==> src/rtl/sid_pkg.sv <==
// Shared definitions for the SID 8580 voice oscillator.
// Latency: n/a (constants, types and a pure combinational helper).
// Backpressure: n/a.
//
// Holds control-register bit positions, noise LFSR geometry/seed/taps,
// the noise output tap order and the 12-bit raw wave type.
package sid_pkg;

  // Voice control register bit positions
  localparam int CTL_NOISE = 7;
  localparam int CTL_PULSE = 6;
  localparam int CTL_SAW   = 5;
  localparam int CTL_TRI   = 4;
  localparam int CTL_TEST  = 3;
  localparam int CTL_RING  = 2;
  localparam int CTL_SYNC  = 1;
  localparam int CTL_GATE  = 0;

  // Noise LFSR geometry
  localparam int               LFSR_W        = 23;
  localparam logic [LFSR_W-1:0] LFSR_SEED_DEF = 23'h7FFFF8;
  localparam int               LFSR_FB_A     = 22;
  localparam int               LFSR_FB_B     = 17;

  // LFSR bits that drive noise_out[11:4], most significant first.
  // The same order maps combined_in[7:0] onto the LFSR during writeback.
  localparam int NOISE_TAP [8] = '{20, 18, 14, 11, 9, 5, 2, 0};

  typedef logic [11:0] wave_t;

  // Gather the eight noise taps into the top of a 12-bit wave value.
  function automatic wave_t noise_from_lfsr(input logic [LFSR_W-1:0] s);
    wave_t w;
    w = '0;
    for (int i = 0; i < 8; i++) begin
      w[11-i] = s[NOISE_TAP[i]];
    end
    return w;
  endfunction

endpackage

==> src/rtl/sid_noise_lfsr.sv <==
// 23-bit SID noise LFSR with optional per-bit writeback mask.
// Latency: state updates on the clock edge where ce is high.
// Backpressure: none; advances unconditionally on each ce.
//
// Ports: clock, reset_n (sync, active-low), ce (1 MHz enable),
//        clk_en (bit-19 rise of the accumulator on this ce),
//        test (hold at seed), wb_mask (AND mask applied after any shift),
//        lfsr (current state).
module sid_noise_lfsr
  import sid_pkg::*;
#(
  parameter logic [LFSR_W-1:0] LFSR_SEED = LFSR_SEED_DEF
) (
  input  logic              clock,
  input  logic              reset_n,
  input  logic              ce,
  input  logic              clk_en,
  input  logic              test,
  input  logic [LFSR_W-1:0] wb_mask,
  output logic [LFSR_W-1:0] lfsr
);

  logic [LFSR_W-1:0] shifted;

  always_comb begin
    shifted = lfsr;
    if (clk_en) begin
      shifted = {lfsr[LFSR_W-2:0], lfsr[LFSR_FB_A] ^ lfsr[LFSR_FB_B]};
    end
  end

  always_ff @(posedge clock) begin
    if (!reset_n) begin
      lfsr <= LFSR_SEED;
    end else if (ce) begin
      if (test) begin
        lfsr <= LFSR_SEED;
      end else begin
        // Mask is all-ones unless the combined-waveform lockup is active
        lfsr <= shifted & wb_mask;
      end
    end
  end

endmodule

==> src/rtl/sid_oscillator.sv <==
// SID 8580 voice oscillator: phase accumulator, sync/ring coupling, noise LFSR.
// Latency: wave outputs valid one clock after the ce edge; sync_out registered.
// Backpressure: none; state advances on every ce_1m pulse.
//
// Ports: clock, reset_n (sync, active-low), ce_1m, freq[15:0], pw[11:0],
//        control[7:0], sync_in, ring_msb_in, combined_in[7:0] ->
//        acc_msb, sync_out, saw_out, tri_out, pulse_out, noise_out (12-bit).
// Optional build macro SID_OSC_NOISE_WRITEBACK_EN: combined waveform bits are
// ANDed back into the noise LFSR taps (8580 noise lockup); without it
// combined_in is ignored.
module sid_oscillator
  import sid_pkg::*;
#(
  parameter int                ACC_W     = 24,
  parameter logic [LFSR_W-1:0] LFSR_SEED = LFSR_SEED_DEF
) (
  input  logic        clock,
  input  logic        reset_n,
  input  logic        ce_1m,
  input  logic [15:0] freq,
  input  logic [11:0] pw,
  input  logic [7:0]  control,
  input  logic        sync_in,
  input  logic        ring_msb_in,
  input  logic [7:0]  combined_in,
  output logic        acc_msb,
  output logic        sync_out,
  output logic [11:0] saw_out,
  output logic [11:0] tri_out,
  output logic [11:0] pulse_out,
  output logic [11:0] noise_out
);

  logic [ACC_W-1:0]  acc;
  logic [ACC_W-1:0]  acc_next;
  logic              sync_q;
  logic              test_bit;
  logic              lfsr_clk;
  logic              tri_invert;
  logic [LFSR_W-1:0] lfsr;
  logic [LFSR_W-1:0] wb_mask;

  assign test_bit = control[CTL_TEST];

  // Test beats hard sync beats the normal add; both force the phase to zero
  always_comb begin
    acc_next = acc + {{(ACC_W-16){1'b0}}, freq};
    if (test_bit) begin
      acc_next = '0;
    end else if (control[CTL_SYNC] && sync_in) begin
      acc_next = '0;
    end
  end

  always_ff @(posedge clock) begin
    if (!reset_n) begin
      acc    <= '0;
      sync_q <= 1'b0;
    end else if (ce_1m) begin
      acc    <= acc_next;
      // A forced zero can never raise the MSB, so resets never emit a pulse
      sync_q <= ~acc[ACC_W-1] & acc_next[ACC_W-1];
    end else begin
      sync_q <= 1'b0;
    end
  end

  // Noise clock: accumulator bit 19 rising across this update
  assign lfsr_clk = ~test_bit & ~acc[ACC_W-5] & acc_next[ACC_W-5];

`ifdef SID_OSC_NOISE_WRITEBACK_EN
  always_comb begin
    wb_mask = '1;
    if (control[CTL_NOISE] && !test_bit &&
        (control[CTL_PULSE] || control[CTL_SAW] || control[CTL_TRI])) begin
      for (int i = 0; i < 8; i++) begin
        wb_mask[NOISE_TAP[i]] = combined_in[7-i];
      end
    end
  end
  logic unused_ok;
  assign unused_ok = &{1'b0, control[CTL_GATE]};
`else
  assign wb_mask = '1;
  logic unused_ok;
  assign unused_ok = &{1'b0, control[CTL_GATE], combined_in};
`endif

  sid_noise_lfsr #(
    .LFSR_SEED (LFSR_SEED)
  ) u_noise (
    .clock   (clock),
    .reset_n (reset_n),
    .ce      (ce_1m),
    .clk_en  (lfsr_clk),
    .test    (test_bit),
    .wb_mask (wb_mask),
    .lfsr    (lfsr)
  );

  // Ring mod swaps the triangle fold source with the previous voice's MSB
  assign tri_invert = acc[ACC_W-1] ^ (control[CTL_RING] & ring_msb_in);

  assign acc_msb   = acc[ACC_W-1];
  assign sync_out  = sync_q;
  assign saw_out   = acc[ACC_W-1 -: 12];
  assign tri_out   = acc[ACC_W-2 -: 12] ^ {12{tri_invert}};
  assign pulse_out = (test_bit || (saw_out >= pw)) ? 12'hFFF : 12'h000;
  assign noise_out = noise_from_lfsr(lfsr);

endmodule

==> config.mk <==
export PLATFORM = sky130hd
export DESIGN_NAME = sid_oscillator
export DESIGN_NICKNAME = d
export VERILOG_FILES = /design/src/rtl/sid_pkg.sv /design/src/rtl/sid_noise_lfsr.sv /design/src/rtl/sid_oscillator.sv
export SDC_FILE = /design/constraint.sdc
export NUM_CORES = 1
export LEC_CHECK = 0
export CORE_MARGIN = 4
export CORE_UTILIZATION = 51
export CTS_CLUSTER_DIAMETER = 150
export DETAILED_ROUTE_END_ITERATION = 6
export GPL_TIMING_DRIVEN = 0
export PLACE_DENSITY_LB_ADDON = 0.05
export SKIP_LAST_GASP = 1
export SLEW_MARGIN = 15
export SYNTH_ARGS = -nofsm -noshare
export SYNTH_HDL_FRONTEND = slang
export SYNTH_SLANG_ARGS = --single-unit
==> constraint.sdc <==
create_clock -name clock -period 4.9 [get_ports clock]
set_clock_uncertainty 0.05 [all_clocks]
set_input_delay 0.49 -clock clock [delete_from_list [all_inputs] [get_ports clock]]
set_output_delay 0.49 -clock clock [all_outputs]
set_load 0.005 [all_outputs]
### Yosys cells after proc, flatten, opt, wreduce, memory -nomap -nowiden

Index checks and enable logic that the tools add are counted.

| cells by class | value |
|---|---|
| add/sub/neg operators | 1 |
| order comparisons | 1 |
| muxes and demuxes | 5 |
| bitwise operators | 10 |
| reduce and logical (&&, ||, !) cells | 5 |

Operator list:

| cell | number |
|---|---|
| $mux W24 | 2 |
| $mux W23 | 2 |
| $add A24 B16 Y24 | 1 |
| $ge A12 B12 Y1 | 1 |
| $mux W12 | 1 |
| $xor A12 B12 Y12 | 1 |
| $and A1 B1 Y1 | 4 |
| $reduce_and A2 Y1 | 2 |
| $not A1 Y1 | 3 |
| $reduce_bool A2 Y1 | 1 |
| $xor A1 B1 Y1 | 2 |
| $logic_and A1 B1 Y1 | 1 |
| $logic_or A1 B1 Y1 | 1 |

| word-level totals | value |
|---|---|
| register bits | 48 |
| input bits | 49 |
| output and inout bits | 50 |
| logic and storage cells | 25 |

### Longest topological paths before layout

| depth | value |
|---|---|
| depth after elaboration | 6 |
| gate-level depth with buffers | 10 |
| mapped depth without buffers | 10 |

### Cells and area by module

A second synthesis with hierarchy kept.

| unflattened totals | value |
|---|---|
| cell total of the unflattened synthesis | 426 |
| area, all modules | 3528.4 um2 |

By module, submodules not included:

| module | times used | cells an instance | area an instance (um2) | seq. area each (um2) |
|---|---|---|---|---|
| sid_oscillator | 1 | 294 | 2378.5 | 500.5 |
| sid_noise_lfsr | 1 | 132 | 1149.9 | 460.4 |

### Worst setup path after synthesis

Ideal clock, no wire load.

| path | value |
|---|---|
| path kind | input port to output port |
| start point | input pw[0] |
| end point | output pulse_out[10] |
| data arrival time | 2235 ps |
| data required time | 4360 ps |
| slack | 2125 ps |
| stages | 9 |
| buffers on the path | 1 |
| cells stage by stage | ha_1 > nand2b_1 > a21o_1 > a21o_1 > a21o_1 > a211o_1 > o211ai_1 > a31oi_1 > buf_4 |

| between the ends | value |
|---|---|
| cells in the longest elaborated chain, start to end | 3 |

RTL lines:

| what | line | RTL |
|---|---|---|
| from (decl) | sid_oscillator.sv:21 | `input logic [11:0] pw,` |
| $ge A12 B12 Y1 | sid_oscillator.sv:108 | `assign pulse_out = (test_bit \|\| (saw_out >= pw)) ? 12'hFFF : 12'h000;` |
| $logic_or A1 B1 Y1 | sid_oscillator.sv:108 |  |
| $mux W12 | sid_oscillator.sv:108 |  |
| to (decl) | sid_oscillator.sv:30 | `output logic [11:0] pulse_out,` |

No other way between the ends.

### Worst setup path in the final report

| path | value |
|---|---|
| start point | input pw[0] |
| end point | output pulse_out[6] |

Same word-level chain as after synthesis.

==> results.sh <==
export IMPL_vias=2973
export IMPL_place_area_um2=4200
export IMPL_internal_power_w=0.000672
export IMPL_pin_count=99
export IMPL_ant_nets=0
export IMPL_ys_types=51
export IMPL_p_clk_frac=0.337
export IMPL_power_switching_w=0.000230
export IMPL_firstDrtPassIters=4
export IMPL_dp_slack_ps=1070
export IMPL_ff2ff_setup_slack_ps=2210
export IMPL_layout_commonest_cell="clkdlybuf4s50_1"
export IMPL_slew_headroom=0.405
export IMPL_slew_violations=0
export IMPL_cts_resized=0
export IMPL_final_hold_violation_count=0
export IMPL_drt_vias_per_instance=5.37
export IMPL_min_path_type="register to register"
export IMPL_ys_ff_latch=48
export IMPL_synth_edff_count=0
export IMPL_crit_fanout=12
export IMPL_ys_warn_count=0
export IMPL_die_area_um2=7800
export IMPL_final_cell_area_um2=4330
export IMPL_wl_um=7470
export IMPL_grt_overflow=0
export IMPL_swShare=0.255
export IMPL_antenna_cells=0
export IMPL_portBuffers=81
export IMPL_rsz0062_at_grt="no"
export IMPL_routedWlPerCell_um=13.5
export IMPL_finalCritPeriodShare=0.778
export IMPL_grt_max_degree=16
export IMPL_postSynthCellCount=387
export IMPL_grt_antenna_before_repair=0
export IMPL_startpoint_type="input pin"
export IMPL_arrival_ps=3270
export IMPL_finalSetupTns_ps=0
export IMPL_grt_pass1_wl_um=12500
export IMPL_status="completed"
export IMPL_layout_common_cells="81 x clkdlybuf4s50_1, 48 x dfxtp_1, 36 x buf_4"
export IMPL_worstPathRequired_ps=4360
export IMPL_first_iter_violations=150
export IMPL_postCtsSetupRepairBufs=0
export IMPL_num_rows=28
export IMPL_p_leak_nw=1.84
export IMPL_avgSynthCellArea_um2=8.50
export IMPL_gp_congestion=0.902
export IMPL_p_per_area_nw_per_um2=209
export IMPL_clock_root_buffer="clkbuf_8"
export IMPL_dieHeight_um=88.3
export IMPL_max_freq_ghz=0.262
export IMPL_syn_area_um2=3290
export IMPL_cts_sinks=48
export IMPL_fillers=518
export IMPL_cts_max_level=2
export IMPL_cp_end_kind="output pin"
export IMPL_gr_usage_all_layers=0.196
export IMPL_nets=556
export IMPL_drc=0
export IMPL_worst_pin_slew_ps=888
export IMPL_clk_pin_slew_ps=90
export IMPL_dp_hpwl_um=5950
export IMPL_async_reset_ff_frac=0
export IMPL_cts_hold_buf=0
export IMPL_ys_flop_type="dfxtp_1"
export IMPL_cts_made_buffers=5
export IMPL_min_period_ps=3810
export IMPL_peakVddDrop_mv=0.139
export IMPL_drive_gt1_frac=0.117
export IMPL_combPwrFrac=0.219
export IMPL_die_w_um=88.3
export IMPL_cts_tree="yes"
export IMPL_core_area_um2=6100
export IMPL_yosysSeqAreaShare=0.292
export IMPL_maxCapViolCount=0
export IMPL_setup_viol=0
export IMPL_crit_type="input pin to output pin"
export IMPL_clk_path_buf_depth=2
export IMPL_start_util=0.539
export IMPL_area_growth_pct=31.5
export IMPL_grt_pass1_vias=2753
export IMPL_layout_setup_ws_ps=1090
export IMPL_seqPwrFrac=0.444
export IMPL_insertion_delay_ps=300
[power groups by stage]
stage | registers [W] | clock network [W] | logic (W)
6_report | 0.000401 | 0.000304 | 0.000197
5_1_grt | 0.000402 | 0.000326 | 0.000219
4_1_cts | 0.000401 | 0.000311 | 0.000199
3_5_place_dp | 0.000410 | 0 | 0.000197
3_3_place_gp | 0.000410 | 0 | 0.000193
2_1_floorplan | 0.000409 | 0 | 0.000116
[through the flow]
| stage | hold WS, ps | total power [W] | instances | util |
|---|---|---|---|---|
| floorplan | 379 | 0.000525 | 390 | - |
| finish | 413 | 0.000902 | 554 | 0.710 |
| global placement | 389 | 0.000602 | 546 | 0.690 |
| detailed placement | 396 | 0.000607 | 546 | 0.690 |
| CTS | 408 | 0.000911 | 554 | 0.710 |
| global route | 442 | 0.000948 | 554 | 0.710 |
[cells by family (layout without fill, tap and decap cells)]
kind of cell / count (synthesis) / after routing / synth area share
adder cells (fa/ha/maj): 29 / 29 / 0.113
XOR/XNOR: 24 / 24 / 0.0639
other: 1 / 4 / 0.00114
buffers and inverters: 67 / 156 / 0.121
flip-flops: 48 / 48 / 0.292
AND/OR/NAND/NOR: 109 / 109 / 0.170
multiplexers: 1 / 1 / 0.00304
AO/OA/AOI/OAI: 108 / 108 / 0.236
[critical path, stage by stage]
cell	delay, ps
clkdlybuf4s50_1	410
ha_1	270
nand2b_1	100
a21o_1	110
a21o_1	110
a21o_1	110
a211o_1	120
o211ai_1	90
a31oi_1	730
buf_4	230
clkdlybuf4s50_1	520
[cells in the mapped netlist (7+ instances only)]
cell type	number	share of area
o21ai_0	17	0.026
nand3_1	12	0.018
a21o_1	8	0.018
nand2_1	28	0.032
xnor2_1	18	0.048
dfxtp_1	48	0.29
nor2b_1	28	0.053
inv_1	20	0.023
o21a_1	7	0.016
nor2_1	17	0.019
ha_1	28	0.11
a21oi_1	22	0.033
a22oi_1	17	0.039
buf_4	36	0.082
[layer usage]
metal  GRT usage  routed length [um]  vias up
met4      0.0508                  72        0
li1            -                   -     1517
met2       0.323                3240       97
met5           0                   0        -
met1       0.267                3620     1353
met3      0.0335                 534        6
[path summary, 6_finish.rpt]
check,start,end,cells past startpoint
setup / recovery,pw[0],pulse_out[6],11
hold / removal,u_noise.lfsr[1],u_noise.lfsr[1],2
setup reg to reg,acc[0],acc[22],10
hold reg to reg,u_noise.lfsr[1],u_noise.lfsr[1],2
[layout make-up]
| type | count | area, um2 | area share |
|---|---|---|---|
| plain buffers | 47 | 323 | 0.0746 |
| multi-input cells | 275 | 1940 | 0.449 |
| well taps | 75 | 93.8 | 0.0217 |
| repair buffers | 81 | 811 | 0.187 |
| inverters | 20 | 75.1 | 0.0174 |
| clock inverters | 2 | 38.8 | 0.00897 |
| clock buffers | 6 | 82.6 | 0.0191 |
| flip-flops and latches | 48 | 961 | 0.222 |
[sequential cells by signal (all words and copies together), names as in the netlist]
signal / cells
acc: 24
u_noise.lfsr: 23
sync_out: 1
Power figures use the tool's default switching activity.
